`src/rtl/data_mem_arbiter.sv`:
```
// -----------------------------------------------------------------------------
// data_mem_arbiter
//   Two-port arbiter in front of a single-ported, combinational-read word
//   memory. Port A is the pipeline MEM stage, port B the debug/loader port.
//   Each transaction is latched in IDLE and then runs to completion through
//   ACCESS (and MERGE for partial-byte writes, done as read-modify-write)
//   before a one-cycle ack in DONE.
//
//   Configuration macro: DMEM_ARB_FIXED_PRIO_EN
//     defined   -> port A always wins a tie, no last-grant register
//     undefined -> round-robin on ties (port not granted last wins)
//
// Ports
//   clk, rst                      clock, asynchronous active-high reset
//   a_req/b_req                   transaction request (held until ack)
//   a_we/b_we                     1 = write, 0 = read
//   a_addr/b_addr   [6:0]         word address
//   a_wdata/b_wdata [31:0]        lane-aligned write data
//   a_be/b_be       [3:0]         byte enables, bit i = byte lane i
//   a_ack/b_ack                   one-cycle completion pulse
//   rd_data         [31:0]        registered read data, valid with ack
//   a_stall                       pipeline freeze for port A
//   busy                          arbiter not idle
//   mem_addr/mem_we/mem_wdata     memory write/address side
//   mem_rdata       [31:0]        combinational memory read data
// -----------------------------------------------------------------------------
module data_mem_arbiter (
   input  logic        clk,
   input  logic        rst,
   input  logic        a_req,
   input  logic        a_we,
   input  logic [6:0]  a_addr,
   input  logic [31:0] a_wdata,
   input  logic [3:0]  a_be,
   input  logic        b_req,
   input  logic        b_we,
   input  logic [6:0]  b_addr,
   input  logic [31:0] b_wdata,
   input  logic [3:0]  b_be,
   output logic        a_ack,
   output logic        b_ack,
   output logic [31:0] rd_data,
   output logic        a_stall,
   output logic        busy,
   output logic [6:0]  mem_addr,
   output logic        mem_we,
   output logic [31:0] mem_wdata,
   input  logic [31:0] mem_rdata
);

   typedef enum logic [1:0] {
      ST_IDLE   = 2'd0,
      ST_ACCESS = 2'd1,
      ST_MERGE  = 2'd2,
      ST_DONE   = 2'd3
   } state_t;

   state_t      state_q, state_d;

   // Latched transaction (owner: 0 = port A, 1 = port B)
   logic        owner_q, owner_d;
   logic        we_q, we_d;
   logic [6:0]  addr_q, addr_d;
   logic [31:0] wdata_q, wdata_d;
   logic [3:0]  be_q, be_d;

   logic [31:0] rd_data_q, rd_data_d;
   logic [31:0] merge_q, merge_d;     // old word captured for read-modify-write

   logic        grant_b;
   logic [31:0] merged_wdata;

   // -------------------------------------------------------------------------
   // Arbitration: decides which port wins when sampled in IDLE
   // -------------------------------------------------------------------------
`ifdef DMEM_ARB_FIXED_PRIO_EN
   assign grant_b = b_req & ~a_req;
`else
   logic last_grant_q, last_grant_d;  // 1 = port B was granted last

   // On a tie, B wins only if A was the last one served.
   assign grant_b = b_req & (~a_req | ~last_grant_q);
`endif

   // Byte-lane merge of new write data over the captured old word
   always_comb begin
      merged_wdata = merge_q;
      for (int i = 0; i < 4; i++) begin
         if (be_q[i]) merged_wdata[8*i +: 8] = wdata_q[8*i +: 8];
      end
   end

   // -------------------------------------------------------------------------
   // State and datapath registers
   // -------------------------------------------------------------------------
   // NOTE: sequential state uses non-blocking assignments so every flop
   // samples the pre-edge value of its _d input, independent of process order.
   always_ff @(posedge clk or posedge rst) begin
      if (rst) begin
         state_q <= ST_IDLE;
      end else begin
         state_q <= state_d;
      end
   end

   always_ff @(posedge clk or posedge rst) begin
      if (rst) begin
         owner_q      <= 1'b0;
         we_q         <= 1'b0;
         addr_q       <= '0;
         wdata_q      <= '0;
         be_q         <= '0;
         rd_data_q    <= '0;
         merge_q      <= '0;
`ifndef DMEM_ARB_FIXED_PRIO_EN
         last_grant_q <= 1'b1;         // B counts as last, so A wins first tie
`endif
      end else begin
         owner_q      <= owner_d;
         we_q         <= we_d;
         addr_q       <= addr_d;
         wdata_q      <= wdata_d;
         be_q         <= be_d;
         rd_data_q    <= rd_data_d;
         merge_q      <= merge_d;
`ifndef DMEM_ARB_FIXED_PRIO_EN
         last_grant_q <= last_grant_d;
`endif
      end
   end

   // -------------------------------------------------------------------------
   // Next-state and datapath-next logic
   // -------------------------------------------------------------------------
   // NOTE: every signal written here gets a hold/default value first, so no
   // path leaves it unassigned and no latch is inferred.
   always_comb begin
      state_d      = state_q;
      owner_d      = owner_q;
      we_d         = we_q;
      addr_d       = addr_q;
      wdata_d      = wdata_q;
      be_d         = be_q;
      rd_data_d    = rd_data_q;
      merge_d      = merge_q;
`ifndef DMEM_ARB_FIXED_PRIO_EN
      last_grant_d = last_grant_q;
`endif

      unique case (state_q)
         ST_IDLE: begin
            if (a_req | b_req) begin
               owner_d = grant_b;
               we_d    = grant_b ? b_we    : a_we;
               addr_d  = grant_b ? b_addr  : a_addr;
               wdata_d = grant_b ? b_wdata : a_wdata;
               be_d    = grant_b ? b_be    : a_be;
`ifndef DMEM_ARB_FIXED_PRIO_EN
               last_grant_d = grant_b;
`endif
               state_d = ST_ACCESS;
            end
         end

         ST_ACCESS: begin
            if (!we_q) begin
               rd_data_d = mem_rdata;
               state_d   = ST_DONE;
            end else if (be_q == 4'b1111 || be_q == 4'b0000) begin
               // Full write goes straight to memory; empty mask writes nothing.
               state_d = ST_DONE;
            end else begin
               merge_d = mem_rdata;
               state_d = ST_MERGE;
            end
         end

         ST_MERGE: state_d = ST_DONE;

         ST_DONE:  state_d = ST_IDLE;

         default:  state_d = ST_IDLE;
      endcase
   end

   // -------------------------------------------------------------------------
   // Outputs: decoded from state and latched fields only
   // -------------------------------------------------------------------------
   always_comb begin
      mem_we    = 1'b0;
      mem_wdata = wdata_q;
      a_ack     = 1'b0;
      b_ack     = 1'b0;

      unique case (state_q)
         ST_ACCESS: mem_we = we_q & (be_q == 4'b1111);
         ST_MERGE: begin
            mem_we    = 1'b1;
            mem_wdata = merged_wdata;
         end
         ST_DONE: begin
            a_ack = ~owner_q;
            b_ack = owner_q;
         end
         default: ;
      endcase
   end

   assign mem_addr = addr_q;
   assign rd_data  = rd_data_q;
   assign busy     = (state_q != ST_IDLE);
   assign a_stall  = a_req & ~a_ack;

endmodule

```
`config.mk`:
```
export PLATFORM = sky130hd
export DESIGN_NAME = data_mem_arbiter
export DESIGN_NICKNAME = d
export VERILOG_FILES = /design/src/rtl/data_mem_arbiter.sv
export SDC_FILE = /design/constraint.sdc
export NUM_CORES = 1
export LEC_CHECK = 0
export CORE_UTILIZATION = 44
export CTS_CLUSTER_DIAMETER = 100
export DETAILED_ROUTE_END_ITERATION = 10
export PLACE_DENSITY = 0.89
export SYNTH_ARGS = -nofsm -noshare
export SYNTH_HDL_FRONTEND = slang
export SYNTH_SLANG_ARGS = --single-unit
```
`constraint.sdc`:
```
create_clock -name clk -period 4.73 [get_ports clk]
set_clock_uncertainty 0.2 [all_clocks]
set_input_delay 0.946 -clock clk [delete_from_list [all_inputs] [get_ports clk]]
set_output_delay 0.946 -clock clk [all_outputs]
set_load 0.02 [all_outputs]
```
### Word-level counts from Yosys, hierarchy flattened

Cells that the tools add are included.
W data, S select, Z words.

* equality and inequality tests: 5
* add/subtract/negate cells: 0
* $mul: 0
* bitwise logic cells: 11
* div/mod/pow operators: 0
* shifts and indexed selects: 0
* reduce and logical (&&, ||, !) cells: 7
* muxes and demuxes: 16
* magnitude comparators: 0

Operator list (count)
* $mux W32: 2
* $mux W8: 4
* $pmux W2 S4: 1
* $mux W7: 1
* $not A1 Y1: 6
* $mux W1: 5
* $eq A2 B2 Y1 const B: 2
* $eq A4 B4 Y1 const B: 1
* $logic_not A4 Y1: 1
* $mux W4: 1
* $reduce_and A2 Y1: 2
* $and A1 B1 Y1: 3
* $reduce_and A3 Y1: 1
* $eq A2 B1 Y1 const B: 1
* $logic_not A2 Y1: 1
* $mux W2: 1
* $ne A2 B2 Y1 const B: 1
* $or A1 B1 Y1: 2
* $pmux W1 S2: 1
* $reduce_bool A2 Y1: 1
* $logic_or A1 B1 Y1: 1

* bits in latches: 0
* memory bits (writable): 0
* flip-flop bits (word level): 112
* output and inout bits: 76
* input bits: 124
* ROM bits: 0
* memories: 0

### Depth between registers and ports, before layout

Gate-level depths: netlist of the first run.

* word-level depth: 5
* depth in mapped cells: 7

### Worst setup path after synthesis of the first run

No wires, ideal clock.

* path type: register to output
* from: register state_q[0]
* to: output mem_wdata[0]
* buffers on the path: 1
* setup slack: 2.126 ns
* arrival time: 1.458 ns
* cell stages (with the launch flop): 6
* path through: dfrtp_1 inv_1 ha_1 nand2b_1 clkbuf_1 mux2_2

* cells in the longest elaborated chain, start to end: 2

RTL lines
* from (decl): line 58 `state_t state_q, state_d;`
* from (signal assigned): line 102 `state_q <= state_d;`
* $eq A2 B2 Y1: line 195 `unique case (state_q)`
* $mux W32: line 195
* to (decl): line 47 `output logic [31:0] mem_wdata,`

Every way passes these cells.

### Final worst setup path of the first run

* from: register state_q[0]
* to: output mem_wdata[8]

Same word-level chain as after synthesis.

==> reports/qor.yml, run 1 <==
power_and_ir_drop:
  p_leak_nw: 3.288
  p_per_area_nw_per_um2: 688.7
  ir_worst_vdd_uv: 363.8
placed_design:
  placed_cell_area_um2: 7336
  place_congestion: 0.7779
  hpwl_um: 9346
  portBuffers: 199
sta:
  finalSetupViolCount: 0
  timing.hold.ws_ns: 0.2827
  relSlewSlack_pct: 46.33
  hold_violations: 0
  period_share_pct: 76.31
  worst-slew-pin-transition_ns: 0.8021
  max_freq_mhz: 277.1
  grt_setup_unrepaired: "no"
  slew_viol_final: 0
  layout_min_cycle_time_ns: 3.609
  setup_tns_ns: 0
routing:
  wl_per_cell_um: 17.23
  drcViolationCount: 0
  avgViaCountPerCell: 5.150
  drtIter0Drc: 109
  first_pass_iters: 4
  vias: 3801
  drt-total-wl_um: 12720
  ant_nets: 0
clock_network:
  cts_buffers: 9
  cts_tree: "yes"
  clk_latency_ns: 0.33
  hold_buffers: 0
  path_clk_slew_ns: 0.07
  cts_root_buffer: "clkbuf_16"
  htree_levels: 3
  clkSinkCount: 112
  ctsResizeCount: 0
  postCtsSetupBuffers: 0
  clockBufferDepth: 2
setup_path:
  worst-path-max-fanout: 8
  crit_arrival_ns: 2.46
  cp-end-kind: "output port"
  worstSetupStartpointType: "flip-flop"
  worstPathRequired_ns: 3.58
  worstPathCellList: "inv_1 -> ha_1 -> nand2b_1 -> mux2_2 -> clkdlybuf4s50_1"
  path_class: "flip-flop to output port"
  max_stage_delay_ns: 0.57
  slowest_stage: "clkdlybuf4s50_1"
layout:
  nFillCells: 862
  diodes: 0
  drive_above_1_share_pct: 20.84
  nets: 718
  finalInstanceArea_um2: 7636
  area_delta_synth_final_pct: 46.64
global_routing:
  antenna_found_initial: 0
  grtUsageTotal_pct: 21.39
  grt_max_degree: 59
  grt_pass1_vias: 4204
  grt_overflow_total: 0
  grt_pass1_wl_um: 21000
logic_synthesis:
  yosysTopAreaCell: "dfrtp_1"
  synth_cell_types: 27
  syn_area_per_cell_um2: 13.08
  synth_xor_area_share_pct: 0
  ys_seq_area_share_pct: 53.84
  syn_inst: 398
  yosys.area.top_type_share_pct: 53.34
  synth_seq_cells: 112
  synthesis.area_um2: 5207
  synthMuxAreaShare_pct: 31.38
  synth-compound-area-share_pct: 5.526
  synth_top_family_by_area: "multiplexers"
  synth_warnings: 0
  yosys-top-cells-area: "dfrtp_1, mux2_2, mux2_4"
  synth_fp_nets: 526
  synthSimpleGateAreaFrac_pct: 5.286
  synth_fa_ha_area_share_pct: 0.9611
die:
  core-area_um2: 11470
  die_y_um: 110.8
  die-area_um2: 12270
  die_w_um: 110.8
  start_util_pct: 45.41
  pin_count: 200
  rows: 39
min_path:
  hold_path_class: "flip-flop to flip-flop"
outcome:
  outcome: "finished, final reports clean"
job:
  cap_violations: 0
cells in the final DEF, fill, tap and decap left out:
cell,instances
clkdlybuf4s50_1,199
dfrtp_1,111
mux2_2,66
nand2_1,47
mux2i_1,44
o21ai_0,35
mux2_4,30
o21ai_1,10
clkbuf_16,9
inv_1,4
nand2b_1,4
ha_1,4
buf_4,4
nor2b_1,3
a31oi_1,2
o211ai_1,2
clkbuf_8,2
clkinv_2,2
clkbuf_1,2
buf_12,2
and4_4,1
nor4_2,1
nor3_4,1
o21ai_4,1
a21boi_4,1
and2_1,1
inv_4,1
a21oi_1,1
a22o_1,1
or3b_2,1
o311ai_0,1
bufinv_16,1
dfstp_2,1
layout make-up:
cell class                      count  area, µm²  area share [%]
Clock inverter                      3      40.04          0.5243
Multi-Input combinational cell    257       2270           29.72
Timing Repair Buffer              205       2062           27.00
Inverter                            5      21.27          0.2786
Sequential cell                   112       2804           36.72
Tap cell                          143      178.9           2.343
Clock buffer                       13      260.3           3.408
path summary, 6_finish.rpt:
| path | slack, ns | startpoint | to | depth (start not counted) |
|---|---|---|---|---|
| setup reg to reg | 2.63 | state_q[0] | owner_q | 5 |
| setup / recovery | 1.12 | state_q[0] | mem_wdata[8] | 5 |
| hold / removal | 0.28 | wdata_q[15] | wdata_q[15] | 2 |
| max in group asynchronous | 2.66 | rst | last_grant_q | 3 |
| min in group asynchronous | 0.87 | rst | rd_data[16] | 2 |
| hold reg to reg | 0.28 | wdata_q[15] | wdata_q[15] | 2 |
cells by family (layout without fill, tap and decap cells):
| family | after synthesis | in the layout |
|---|---|---|
| DFF | 112 | 112 |
| adders and majority gates | 4 | 4 |
| muxes | 140 | 140 |
| and+or+nand+nor | 59 | 59 |
| AOI/OAI and AO/OA | 54 | 54 |
| buffers and inverters | 29 | 226 |
power by group:
group	internal, W	switching [W]
Sequential	0.00145	0.000281
Clock	0.000439	0.000317
Combinational	0.00148	0.00129
Total	0.00337	0.00189
per-layer routing:
metal	GRT usage, %	vias to the layer above	share of wire [%]
met4	5.422	0	0.64
met1	25.93	1880	42
li1	-	1786	-
met3	4.374	7	5.1
met5	0	-	0
met2	38.63	128	53
synthesized netlist by cell type, drive strengths merged:
cell    number
nor2b        3
ha           4
inv          5
o211ai       2
mux2        96
a31oi        2
o311ai       1
or3b         1
dfrtp      111
o21ai       46
mux2i       44
nand2b       4
nor3         1
clkbuf      11
and2         1
nor4         1
nand2       47
dfstp        1
a21oi        1
and4         1
a22o         1
a21boi       1
buf         13
state kept, by name (all words and copies together), names as in the netlist:
register      count
merge_q          32
rd_data          32
wdata_q          32
mem_addr          7
be_q              4
state_q           2
last_grant_q      1
owner_q           1
we_q              1
worst max-delay path, delay by kind of cell (launching register included):
kind          cells  cell delay, ns
mux               1            0.39
simple gates      1            0.37
fa+ha+maj         1            0.28
buf+inv           2            0.69
flops             1            0.40
stage by stage:
stage / setup WS (ns) / util, % / power [W] / std cells
floorplan: 0.6267 / - / 0.003385 / 398
global placement: 1.234 / 63.97 / 0.004407 / 722
detailed placement: 1.238 / 63.97 / 0.004531 / 722
CTS: 1.102 / 66.59 / 0.005314 / 738
global route: 0.9912 / 66.59 / 0.005558 / 738
finish: 1.121 / 66.59 / 0.005259 / 738
(Power assumes the default switching activity.)
==> run 2: changes to the inputs <==
==> constraint.sdc (replaced) <==
create_clock -name clk -period 3.7 [get_ports clk]
set_clock_uncertainty 0.2 [all_clocks]
set_input_delay 0.74 -clock clk [delete_from_list [all_inputs] [get_ports clk]]
set_output_delay 0.74 -clock clk [all_outputs]
set_load 0.02 [all_outputs]
==> reports/qor.yml, run 2 (synthesis gave the netlist of run 1 again) <==
setup_path:
  rr_startpoint: "state_q[1]"
  path_class: "flip-flop to output port"
  r2r_cells: 5  # unchanged
  worstSetupStartpointType: "flip-flop"
  worstPathRequired_ns: 2.76  # -0.82 ns
  regToRegSetupSlack_ns: 1.33  # -1.30 ns
  worst-path-max-fanout: 8  # unchanged
  crit_arrival_ns: 2.52  # +0.06 ns
  cp-end-kind: "output port"
  reg2reg_to: "rd_data[0]"
placed_design:
  portBuffers: 199  # unchanged
  place_congestion: 0.7889  # +1.4%
  hpwl_um: 9375  # +0.31%
sta:
  hold_violations: 0  # unchanged
  setup_tns_ns: 0  # unchanged
  period_share_pct: 93.44
  slew_viol_final: 0  # unchanged
  grt_setup_unrepaired: "no"
  layout_min_cycle_time_ns: 3.457
  timing.hold.ws_ns: 0.2765  # -0.006208 ns
  finalSetupViolCount: 0  # unchanged
  relSlewSlack_pct: 56.96  # +11 points
  max_freq_mhz: 289.2
  worst-slew-pin-transition_ns: 0.6441  # -0.1580 ns
min_path:
  hold_path_class: "flip-flop to flip-flop"
  min_from: "wdata_q[7]"
  hold_path_end: "wdata_q[7]"
  hold_depth: 2  # unchanged
layout:
  area_delta_synth_final_pct: 47.19
  diodes: 0  # unchanged
  nFillCells: 835  # -3.1%
  fin_util_pct: 66.84  # +0.25 points
  multi_input_area_um2: 2270  # unchanged
  drive_above_1_share_pct: 21.57  # +0.73 points
  regArea_um2: 2804  # unchanged
  final_cell_mix: "clkdlybuf4s50_1, dfrtp_1, mux2_2"
  nets: 721  # +0.42%
  layout_commonest_cell: "clkdlybuf4s50_1"
clock_network:
  cts_tree: "yes"
  clockBufferDepth: 2  # unchanged
  postCtsSetupBuffers: 0  # unchanged
  cts_root_buffer: "clkbuf_16"
  path_clk_slew_ns: 0.07  # about the same
  clkSinkCount: 112  # unchanged
  clk_latency_ns: 0.35  # +0.02 ns
  hold_buffers: 0  # unchanged
  ctsResizeCount: 0  # unchanged
  htree_levels: 3  # unchanged
  cts_buffers: 9  # unchanged
die:
  die-area_um2: 12270  # unchanged
  rows: 39  # unchanged
  die_y_um: 110.8  # unchanged
  pin_count: 200  # unchanged
  die_w_um: 110.8  # unchanged
  start_util_pct: 45.41  # unchanged
  core-area_um2: 11470  # unchanged
global_routing:
  antenna_found_initial: 0  # unchanged
  grtUsageTotal_pct: 22.28  # +0.90 points
  grt_pass1_wl_um: 21320  # +1.5%
  grt_overflow_total: 0  # unchanged
  grt_max_degree: 89  # +51%
  grt_pass1_vias: 4242  # +0.90%
power_and_ir_drop:
  ir_worst_vdd_uv: 600.3  # +65%
  p_per_area_nw_per_um2: 879.4  # +28%
  p_leak_nw: 3.290  # about the same
routing:
  drcViolationCount: 0  # unchanged
  first_pass_iters: 5  # +1
  drt-total-wl_um: 12950  # +1.8%
  ant_nets: 0  # unchanged
  vias: 3774  # -0.71%
  drtIter0Drc: 160  # +47%
  avgViaCountPerCell: 5.093  # -1.1%
  wl_per_cell_um: 17.48  # +1.4%
job:
  cap_violations: 0  # unchanged
outcome:
  outcome: "finished, final reports clean"
## run 2: cell types whose count changed in the layout (fill, tap and decap cells not counted), sizes merged
cell,previous run,this run
clkbuf,13,10
clkinvlp,0,4
clkinv,2,1
buf,6,9
## run 2: area by class of cell
cell class | count | share of cell area, %
clock buffers | 10 | 3.118
inverters | 5 | 0.2938
well taps | 143 | 2.334
multi-input cells | 257 | 29.61
repair buffers | 208 | 27.20
clock inverters | 6 | 0.8652
flip-flops and latches | 112 | 36.58
## run 2: through the flow
step / cell area, µm² / instances / setup slack (ns) / total power (W)
after floorplan: 5211 / 398 / 1.302 / 0.004327
after global placement: 7360 / 725 / 0.6256 / 0.005643
after detailed placement: 7360 / 725 / 0.5944 / 0.005777
after CTS: 7665 / 741 / 0.1992 / 0.006818
after global routing: 7665 / 741 / 0.1226 / 0.007132
final: 7665 / 741 / 0.2427 / 0.006740
## run 2: worst max-delay path: stages, from the launching register on
cell             delay (ns)
dfrtp_1                0.40
inv_1                  0.11
ha_1                   0.28
nand2b_1               0.41
mux2_2                 0.41
clkdlybuf4s50_1        0.55
## run 2: worst max path at each step
stage	end	start	depth (start not counted)
final	mem_wdata[20]	state_q[0]	5
after global placement	a_stall	a_req	3
after floorplan	mem_wdata[0]	state_q[0]	5
after global routing	mem_wdata[20]	state_q[0]	5
after CTS	mem_wdata[20]	state_q[0]	5
after detailed placement	mem_wdata[20]	state_q[0]	5
## run 2: layer usage
metal | up-vias | GRT usage [%] | wire, µm | share of wire (%)
li1 | 1780 | - | - | -
met1 | 1816 | 24.78 | 5155 | 40
met2 | 153 | 39.21 | 6539 | 50
met3 | 25 | 8.092 | 940 | 7.3
met4 | 0 | 7.644 | 319 | 2.5
met5 | - | 0 | 0 | 0
## run 2: power by group
group / switching (W) / total (W) / internal (W)
sequential: 0.000358 / 0.00221 / 0.00185
clock: 0.000436 / 0.000981 / 0.000544
combinational: 0.00165 / 0.00355 / 0.00190
total: 0.00245 / 0.00674 / 0.00430
